### src/rtl/lu_pkg.sv
// Shared opcode and FSM encodings for the bit-serial logic-unit sequencer.
package lu_pkg;

   localparam logic [1:0] LU_NOR  = 2'b00;
   localparam logic [1:0] LU_OR   = 2'b01;
   localparam logic [1:0] LU_NAND = 2'b10;
   localparam logic [1:0] LU_AND  = 2'b11;

   typedef enum logic [1:0] {
      ST_IDLE = 2'd0,
      ST_RUN  = 2'd1,
      ST_DONE = 2'd2
   } state_t;

endpackage

### src/rtl/lu_bit_slice.sv
// 1-bit AND/OR/NAND/NOR logic unit; purely combinational, no backpressure.
// op[0] picks the non-inverted (AND/OR) group, op[1] picks AND-type within a group.
module lu_bit_slice
   import lu_pkg::*;
(
   input  logic       i_a,
   input  logic       i_b,
   input  logic [1:0] i_op,
   output logic       o_y
);

   logic w_and;
   logic w_or;
   logic w_nand;
   logic w_nor;
   logic w_pos_grp;
   logic w_neg_grp;

   assign w_and     = i_a & i_b;
   assign w_or      = i_a | i_b;
   assign w_nand    = ~w_and;
   assign w_nor     = ~w_or;

   assign w_pos_grp = i_op[1] ? w_and  : w_or;
   assign w_neg_grp = i_op[1] ? w_nand : w_nor;
   assign o_y       = i_op[0] ? w_pos_grp : w_neg_grp;

endmodule

### src/rtl/lu_serial_sequencer.sv
// Bit-serial word logic op through one shared slice; result valid WIDTH cycles after accept.
// cmd_ready only in IDLE; result held in DONE until res_ready, so a stalled sink stalls commands.
module lu_serial_sequencer
   import lu_pkg::*;
#(
   parameter int WIDTH = 8
)
(
   input  logic             clk,
   input  logic             rst_n,
   input  logic             cmd_valid,
   output logic             cmd_ready,
   input  logic [1:0]       cmd_op,
   input  logic [WIDTH-1:0] cmd_a,
   input  logic [WIDTH-1:0] cmd_b,
   output logic             res_valid,
   input  logic             res_ready,
   output logic [WIDTH-1:0] res_data,
   output logic             busy
);

   localparam int               CNT_W   = (WIDTH > 1) ? $clog2(WIDTH) : 1;
   localparam logic [CNT_W-1:0] LP_LAST = CNT_W'(WIDTH - 1);

   state_t           r_state;
   state_t           w_state_nxt;
   logic [1:0]       r_op;
   logic [WIDTH-1:0] r_a_sh;
   logic [WIDTH-1:0] r_b_sh;
   logic [WIDTH-1:0] r_res;
   logic [CNT_W-1:0] r_cnt;
   logic             w_y;
   logic             w_accept;
   logic             w_step;

   lu_bit_slice u_slice (
      .i_a  (r_a_sh[0]),
      .i_b  (r_b_sh[0]),
      .i_op (r_op),
      .o_y  (w_y)
   );

   always_ff @(posedge clk or negedge rst_n) begin
      if (!rst_n) begin
         r_state <= ST_IDLE;
      end else begin
         r_state <= w_state_nxt;
      end
   end

   always_comb begin
      w_state_nxt = r_state;
      cmd_ready   = 1'b0;
      res_valid   = 1'b0;
      w_accept    = 1'b0;
      w_step      = 1'b0;
      case (r_state)
         ST_IDLE: begin
            cmd_ready = 1'b1;
            if (cmd_valid) begin
               w_accept    = 1'b1;
               w_state_nxt = ST_RUN;
            end
         end
         ST_RUN: begin
            w_step = 1'b1;
            if (r_cnt == LP_LAST) begin
               w_state_nxt = ST_DONE;
            end
         end
         ST_DONE: begin
            res_valid = 1'b1;
            if (res_ready) begin
               w_state_nxt = ST_IDLE;
            end
         end
         default: begin
            w_state_nxt = ST_IDLE;
         end
      endcase
   end

   // Result enters at the MSB so that after WIDTH shifts bit i lines up with operand bit i.
   always_ff @(posedge clk or negedge rst_n) begin
      if (!rst_n) begin
         r_op   <= LU_NOR;
         r_a_sh <= '0;
         r_b_sh <= '0;
         r_res  <= '0;
         r_cnt  <= '0;
      end else if (w_accept) begin
         r_op   <= cmd_op;
         r_a_sh <= cmd_a;
         r_b_sh <= cmd_b;
         r_res  <= '0;
         r_cnt  <= '0;
      end else if (w_step) begin
         r_a_sh <= {1'b0, r_a_sh[WIDTH-1:1]};
         r_b_sh <= {1'b0, r_b_sh[WIDTH-1:1]};
         r_res  <= {w_y, r_res[WIDTH-1:1]};
         r_cnt  <= r_cnt + CNT_W'(1);
      end
   end

   assign res_data = r_res;
   assign busy     = (r_state != ST_IDLE);

endmodule

### config.mk
export PLATFORM = sky130hd
export DESIGN_NAME = lu_serial_sequencer
export DESIGN_NICKNAME = d
export VERILOG_FILES = /design/src/rtl/lu_pkg.sv /design/src/rtl/lu_bit_slice.sv /design/src/rtl/lu_serial_sequencer.sv
export SDC_FILE = /design/constraint.sdc
export NUM_CORES = 1
export LEC_CHECK = 0
export ABC_AREA = 1
export ABC_CLOCK_PERIOD_IN_PS = 1100
export CAP_MARGIN = 25
export CELL_PAD_IN_SITES_DETAIL_PLACEMENT = 0
export CELL_PAD_IN_SITES_GLOBAL_PLACEMENT = 1
export CORE_MARGIN = 2
export CORE_UTILIZATION = 32
export DETAILED_ROUTE_END_ITERATION = 10
export PLACE_DENSITY = 0.83
export SYNTH_ARGS = -nofsm -noshare
export SYNTH_HDL_FRONTEND = slang
export SYNTH_SLANG_ARGS = --single-unit
### constraint.sdc
create_clock -name clk -period 1.1 [get_ports clk]
set_clock_uncertainty 0.1 [all_clocks]
set_input_delay 0.11 -clock clk [delete_from_list [all_inputs] [get_ports clk]]
set_output_delay 0.11 -clock clk [all_outputs]
set_load 0.05 [all_outputs]
# Yosys cells after proc, flatten, opt, wreduce, memory -nomap -nowiden
# Index checks and enable logic that the tools add are counted.
# Widths: inputs -> output; s select.
# totals
reg_bits,31
input_bits,22
word_cells,41
# classes
add_sub_neg,1
eq_ne,6
n_mux,20
n_bitwise,4
reduce_logical,4
# ops
operator,n
$mux 8,6
$mux 1,8
$mux 2,3
$mux 3,2
$ne 2x2->1 const B,3
$pmux 2 s3,1
$reduce_bool 2->1,2
$add 3x1->3 const B,1
$eq 3x3->1 const B,1
$reduce_and 3->1,1
$eq 2x1->1 const B,1
$eq 2x2->1 const B,1
$logic_not 2->1,1
$not 1->1,2
$and 1x1->1,1
$or 1x1->1,1

# Logic depth before layout (Yosys ltp)
# Gate-level depths: netlist of the first run.
# logic_depth
word_depth,6
depth_mapped,6

# Modules after synthesis
# From an unflattened synthesis of the first run, not the netlist that was laid out.
# unflattened
hier_cells,163
hier_area_um2,1396.3
# by_module_without_submodules
module,n_inst,cells_per_inst,area_per_inst_um2,seq_area_each_um2
lu_serial_sequencer,1,153,1352.5,775.7
lu_bit_slice,1,10,43.8,0.0

# Least setup slack after synthesis of the first run
# Ideal clock, no wire load.
# synth_timing
kind,reg-to-reg
start,reg r_state[1]
end,reg r_a_sh[2]
arrival_time_ps,1401
t_required_ps,934
slack_ps,-466
stages_incl_launch_ff,7
path_buffers,1
path_cell_list,dfrtp_1 -> nor2_2 -> nand2_4 -> inv_4 -> buf_8 -> nand2_1 -> nand3_2
# synth_between
elab_chain_len,3
elab_cells_between_ends,6
cone_classes,eq/ne: 1; mux: 3; reduce/logical: 2
# synth_lines
item,line,rtl
start: declaration,lu_serial_sequencer.sv:25,state_t r_state;
start signal: assignment,lu_serial_sequencer.sv:47,r_state <= w_state_nxt;
$eq 2x1->1 / $logic_not 2->1 (equally long branches),lu_serial_sequencer.sv:57,case (r_state)
$mux 1,lu_serial_sequencer.sv:57,
$reduce_bool 2->1 (no line) / $mux 8 (equally long branches),-,
end signal: assignment,lu_serial_sequencer.sv:93,r_a_sh <= cmd_a;
end signal: assignment,lu_serial_sequencer.sv:98,"r_a_sh <= {1'b0, r_a_sh[WIDTH-1:1]};"
end: declaration,lu_serial_sequencer.sv:28,logic [WIDTH-1:0] r_a_sh;
# Parallel ways exist; a longest one is shown, timed or not.
# A chain may end at the register's enable or synchronous reset.

# Final worst setup path of the first run
# layout_timing
start,reg r_state[1]
end,out res_valid
# layout_between
elab_chain_len,2
# layout_lines
item,line,rtl
$eq 2x2->1,lu_serial_sequencer.sv:57,
$mux 1,lu_serial_sequencer.sv:57,
end: declaration,lu_serial_sequencer.sv:16,"output logic res_valid,"
# No other way between the ends.

==> impl_metrics.yaml, run 1 <==
global_route:
  busiest_layer: "met2"
  grt_max_degree: 32
  antenna_found_initial: 0
  first_global_vias: 1201
  grt_usage_pct: 14.4
  met3_usage_pct: 3.63
  grt_use_met2_pct: 21.8
  use_met1_pct: 18.9
  grt-ovfl-total: 0
  grt_pass1_wl_um: 5460
synth:
  synth_most_common_cell: "nand2_1"
  syn_area_sq_um: 1370
  seq_area_frac_synth_pct: 56.5
  yosys_warnings: 0
  ys_seq_elements: 31
  synthArstFlopShare_pct: 100
  yosys.area.top_type_share_pct: 56.5
  synth-compound-area-share_pct: 6.56
  synthCells: 152
  synth_xor_area_share_pct: 0
  synth_top_family_by_area: "simple AND/OR/NAND/NOR gates"
  synth_cell_types: 20
  synth.mux.area_fraction_pct: 0
  synth-edff-count: 0
  synthTopCellsByCount: "nand2_1 (66), dfrtp_1 (31), nand3_1 (14)"
  synth_area_leaders: "dfrtp_1 (56%), nand2_1 (18%), nand3_1 (5.1%), inv_1 (2.7%), buf_6 (2.5%)"
  synthSimpleGateAreaFrac_pct: 27.3
  synth.avg_cell_area_sq_um: 9.04
  synthesis.nets: 176
  synthAdderAreaFrac_pct: 1.82
  synthFlopType: "dfrtp_1"
  synth_top_area_cell: "dfrtp_1"
critical_path:
  crit_path_end_kind: "output pin"
  crit_buf_inv: 3
  arrival_ns: 1.13
  path_cells: "inv_2 > buf_6 > nor2_4 > buf_12"
  critPathTopFamily: "flip-flops"
  crit_required_ns: 0.89
  path_class: "flop to output pin"
  cp-start-kind: "flop"
  cpMaxStageDelayCell: "dfrtp_2"
  cp_slowest_stage_delay_ns: 0.41
  path_max_fanout: 3
power:
  p_per_area_nw_per_um2: 2830
  p_leak_uw: 0.00106
  peakVddDrop_v: 0.000958
clock_network:
  clk_path_buf_depth: 2
  cts_sinks: 31
  cts_buffers: 5
  clk_pin_slew_worst_paths_ns: 0.07
  ctsRootBufferMaster: "clkbuf_8"
  clock_latency_ns: 0.29
  cts_tree: "yes"
  htree_levels: 2
worst_hold_path:
  holdCritPathClass: "input port to async pin"
die:
  core_sq_um: 4060
  io_pins: 33
  die_w_um: 69.5
  die_h_um: 69.5
  start_util_pct: 33.9
  die_area_sq_um: 4830
  placementRows: 23
layout:
  utilization_pct: 55.2
  layout.cells.non_filler: 262
  drive_above_1_share_pct: 31.1
  nets: 236
  nFillCells: 339
  postLayoutCellArea_sq_um: 2240
  n_antenna_cell: 0
  multi_input_area_sq_um: 572
  area_growth_pct: 62.9
  regArea_sq_um: 778
timing:
  fin_crit_sh_pct: 122
  fin_crit_ns: 1.34
  worst_pin_slew_ns: 0.203
  finalWorstSetupSlack_ns: -0.239
  slew_viol_final: 0
  finalHoldViolCount: 0
  fin_setup_tns_ns: -5.63
  finalSetupViolations: 34
  fmaxAchievable_mhz: 747
  rsz0062_at_grt: "yes"
  max_slew_margin_pct: 86.4
placed_design:
  pre_cts_ws_ns: -0.196
  place_congestion: 0.747
  dp.cells: 243
  dp.final_hpwl_um: 2010
  placed_cell_area_sq_um: 1940
  port_buffers: 32
routing:
  drt-initial-drc-count: 82
  firstDrtPassIters: 4
  wl_per_cell_um: 12.7
  via_per_inst: 4.66
  wl_um: 3330
  vias: 1222
  ant_nets: 0
  drc: 0
status:
  violations: "negative setup slack"
  status: "finished, violations left"
job:
  cap_viol_max_count: 0
[final timing paths]
path                             from     endpoint  slack, ns  cells past startpoint
setup / recovery           r_state[1]    res_valid      -0.24                      4
hold / removal                  rst_n  res_data[6]       0.08                      2
setup reg to reg           r_state[0]  res_data[7]      -0.22                      5
hold reg to reg             r_a_sh[7]    r_a_sh[7]       0.38                      2
max in group asynchronous       rst_n    r_b_sh[3]       0.65                      2
min in group clk             cmd_a[7]    r_a_sh[7]       0.26                      3
[state kept, by name (all words and copies together), names as in the netlist]
register and flops:
r_a_sh 8, r_b_sh 8, res_data 8, r_cnt 3
r_op 2, r_state 2
[power by group]
group | internal, uW | total (uW) | leakage [uW] | switching [uW]
Combinational | 1690 | 3520 | 0.000628 | 1830
Clock | 434 | 837 | 0.0000383 | 402
Sequential | 1610 | 1980 | 0.000396 | 366
[cells in the final DEF, fill, tap and decap left out, types with 2 or more instances in the layout]
cell type / netlist / layout
nand2_4: 1 / 2
inv_2: 4 / 2
nand2_1: 66 / 61
o22ai_1: 5 / 4
inv_1: 10 / 10
clkdlybuf4s50_1: 0 / 21
nor2_4: 0 / 2
o21ai_2: 1 / 2
o21ai_1: 0 / 3
inv_4: 1 / 2
dfrtp_2: 0 / 2
buf_12: 0 / 12
clkbuf_8: 0 / 5
dfrtp_1: 31 / 29
clkbuf_1: 0 / 2
nand2_2: 1 / 4
inv_8: 0 / 2
buf_6: 3 / 12
nand3_1: 14 / 14
buf_4: 0 / 10
[cells by family (layout without fill, tap and decap cells)]
family / count (synthesis) / count (layout)
AO/OA/AOI/OAI: 14 / 14
adder cells (fa/ha/maj): 2 / 2
buffers and inverters: 19 / 79
flip-flops: 31 / 31
AND/OR/NAND/NOR: 86 / 86
[repair_timing]
item,CTS,global route
resized for setup,20,18
gates cloned,3,0
endpoints found under the setup margin,32,35
hold buffers,0,0
buffers inserted,6,3
pin swaps,3,3
[worst reg2reg max path: cells and delay by family, from the launching register on]
kind / cells / cell delay [ns]
AOI/OAI and AO/OA: 1 / 0.19
DFF: 1 / 0.46
and+or+nand+nor: 2 / 0.15
buffers and inverters: 2 / 0.34
[routing by layer]
metal	share of wire [%]	vias up
li1	-	603
met1	43	579
met2	50	33
met3	4.4	7
met4	2.3	0
met5	0	-
[final cells by class]
class / instances / area share [%]
Inverter: 15 / 3.19
Tap cell: 50 / 2.79
Timing Repair Buffer: 55 / 29.5
Multi-Input combinational cell: 102 / 25.5
Clock buffer: 7 / 3.41
Sequential cell: 31 / 34.8
Timing Repair inverter: 2 / 0.783
[per-stage QoR]
| step | hold slack [ns] | power, uW |
|---|---|---|
| final | 0.0777 | 6330 |
| after global routing | 0.101 | 6700 |
| after CTS | 0.0884 | 6100 |
| after detailed placement | 0.370 | 4880 |
| after global placement | 0.362 | 4820 |
| after floorplan | -0.286 | 3600 |
No activity file was read; power rests on OpenSTA's default activity.
==> inputs of run 2 (changes only) <==
Settings changed: ABC_AREA 1 to not set, CORE_UTILIZATION 32 to 33, PLACE_DENSITY 0.83 to 0.85.
==> run 2 against run 1 <==
Via count is 0.74% lower. Routed wire length grew 14%. Maximum frequency decreased by 5.9%. Power grew 18%. Combinational power grew 24%. Sequential power is 8% higher. Register-to-register slack lost 0.06 ns. The flow still finishes with violations (negative setup slack). Worst hold slack improved by 0.014 ns. Clock power up 15%. Critical endpoint is now cmd_ready. Setup slack got worse by 0.084 ns.
==> impl_metrics.yaml, run 2 <==
critical_path:
  path_class: "flop to output pin"
  arrival_ns: 1.21
  path_max_fanout: 4
  cpMostUsedCell: "buf_6"
  cp_slowest_stage_delay_ns: 0.44
  cpMaxStageDelayCell: "dfrtp_2"
  crit_required_ns: 0.89
  cp-start-kind: "flop"
  path_cells: "buf_6 > nor2_4 > buf_6 > buf_12"
  cp-startpoint: "r_state[1]"
  reg2reg_depth: 5
  crit_path_end_kind: "output pin"
  reg2reg_from: "r_state[1]"
die:
  core_sq_um: 3970
  die_h_um: 67.9
  placementRows: 23
  start_util_pct: 33.9
  io_pins: 33
  die_w_um: 67.9
  die_area_sq_um: 4610
timing:
  worst_pin_slew_ns: 0.325
  fin_crit_sh_pct: 129
  finalSetupViolations: 34
  max_slew_margin_pct: 78.3
  finalWorstSetupSlack_ns: -0.323
  rsz0062_at_grt: "yes"
  slew_viol_final: 0
  finalHoldViolCount: 0
  hold_slack_ns: 0.0916
  fin_crit_ns: 1.42
  fmaxAchievable_mhz: 703
placed_design:
  port_buffers: 32
  dp.final_hpwl_um: 2170
  place_congestion: 0.763
  placed_cell_area_sq_um: 1970
  dp.cells: 223
  pre_cts_ws_ns: -0.401
power:
  p_leak_uw: 0.00108
  p_per_area_nw_per_um2: 3120
  peakVddDrop_v: 0.00150
layout:
  final_common_cell: "nand2_1"
  drive_above_1_share_pct: 49.0
  mostFrequentLayoutCells: "nand2_1 (39), dfrtp_1 (25), clkdlybuf4s50_1 (21)"
  postLayoutCellArea_sq_um: 2390
  nets: 221
  nFillCells: 302
  n_antenna_cell: 0
  utilization_pct: 60.3
  area_growth_pct: 77.7
  layout.cells.non_filler: 248
worst_hold_path:
  holdCritPathClass: "input port to async pin"
routing:
  drt-initial-drc-count: 90
  wl_per_cell_um: 15.3
  wl_um: 3800
  ant_nets: 0
  drc: 0
  vias: 1213
  firstDrtPassIters: 4
  via_per_inst: 4.89
clock_network:
  cts_tree: "yes"
  htree_levels: 2
  clk_path_buf_depth: 2
  clock_latency_ns: 0.28
  cts_sinks: 31
  cts_hold_buf: 0
  clk_pin_slew_worst_paths_ns: 0.06
  ctsRootBufferMaster: "clkbuf_8"
  cts_buffers: 5
global_route:
  grt-ovfl-total: 0
  first_global_vias: 1231
  grt_usage_pct: 17.3
  grt_pass1_wl_um: 5800
  grt_max_degree: 32
  antenna_found_initial: 0
synth:
  synth.avg_cell_area_sq_um: 9.69
  synthesis.nets: 163
  synth_most_common_cell: "nand2_1"
  seq_area_frac_synth_pct: 57.6
  ys_seq_elements: 31
  synth-edff-count: 0
  synthCells: 139
  synthFlopType: "dfrtp_1"
  yosys_warnings: 0
  yosys.area.top_type_share_pct: 57.6
  synthTopCellsByCount: "nand2_1 (56), dfrtp_1 (31), o21ai_0 (15)"
  synth_cell_types: 18
  synth_area_leaders: "dfrtp_1 (58%), nand2_1 (16%), a22oi_1 (7.8%), o21ai_0 (5.6%), ha_1 (1.9%)"
  synth_top_area_cell: "dfrtp_1"
  syn_area_sq_um: 1350
  synthArstFlopShare_pct: 100
job:
  cap_viol_max_count: 0
status:
  status: "finished, violations left"
  violations: "negative setup slack"
==> run 2: cell count changes after synthesis, moves of 2 or more <==
cell and change:
nor2b_1 +2, buf_4 +3, nand3_1 -13, o21ai_0 +9
buf_2 +3, inv_1 -7, nand2_1 -10, a22oi_1 +14
o22ai_1 -5, inv_2 -4
==> run 2: metrics by stage <==
stage / setup TNS (ns) / power, uW
CTS: -7.33 / 6990
floorplan: -4.73 / 4110
global placement: -8.48 / 5280
finish: -8.55 / 7470
global route: -9.93 / 7860
detailed placement: -9.72 / 5380
==> run 2: area by class of cell <==
| class | instances | area, sq um | area share, % |
|---|---|---|---|
| inverter | 3 | 11.3 | 0.470 |
| timing repair buffer | 58 | 733 | 30.6 |
| clock buffer | 8 | 100 | 4.18 |
| sequential | 31 | 783 | 32.7 |
| tap | 50 | 62.6 | 2.61 |
| multi-input combinational | 98 | 704 | 29.4 |
==> run 2: per-layer routing <==
| layer | track usage [%] | wire length, um |
|---|---|---|
| met3 | 4.11 | 166 |
| met1 | 20.4 | 1390 |
| met5 | 0 | 0 |
| met2 | 28.9 | 2100 |
| met4 | 9.50 | 143 |
==> run 2: path summary, 6_finish.rpt <==
path / to / slack [ns]
min in group clk: r_op[0] / 0.28
max: cmd_ready / -0.32
min: r_b_sh[3] / 0.09
max reg2reg: r_a_sh[6] / -0.28
min reg2reg: r_b_sh[1] / 0.40
max in group asynchronous: r_state[1] / 0.62
==> run 2: cell families (layout without fill, tap and decap cells) <==
family          Yosys count  in the layout  synth area share [%]
compound gates           30             30                  14.0
xor+xnor                  1              1                 0.650
fa+ha+maj                 3              3                  2.60
buf+inv                  11             69                  5.29
flops                    31             31                  57.6
simple gates             63             64                  19.9
==> run 2: what timing repair did <==
item	in CTS	in global routing
hold endpoints to repair	0	0
pin swaps	31	19
setup buffers	7	7
setup endpoints to repair	34	39
gates cloned	4	0
resized for setup	39	29
==> run 2: critical path: cells and delay by family, from the launching register on <==
family	cells	cell delay (ns)
buf+inv	3	0.37
flops	1	0.44
simple gates	1	0.12
==> run 2: power breakdown <==
group / switching (uW) / leakage, uW / total (uW) / internal (uW)
Clock: 393 / 0.0000515 / 963 / 570
Combinational: 2200 / 0.000648 / 4370 / 2170
Sequential: 464 / 0.000385 / 2130 / 1660
Total: 3060 / 0.00108 / 7470 / 4410
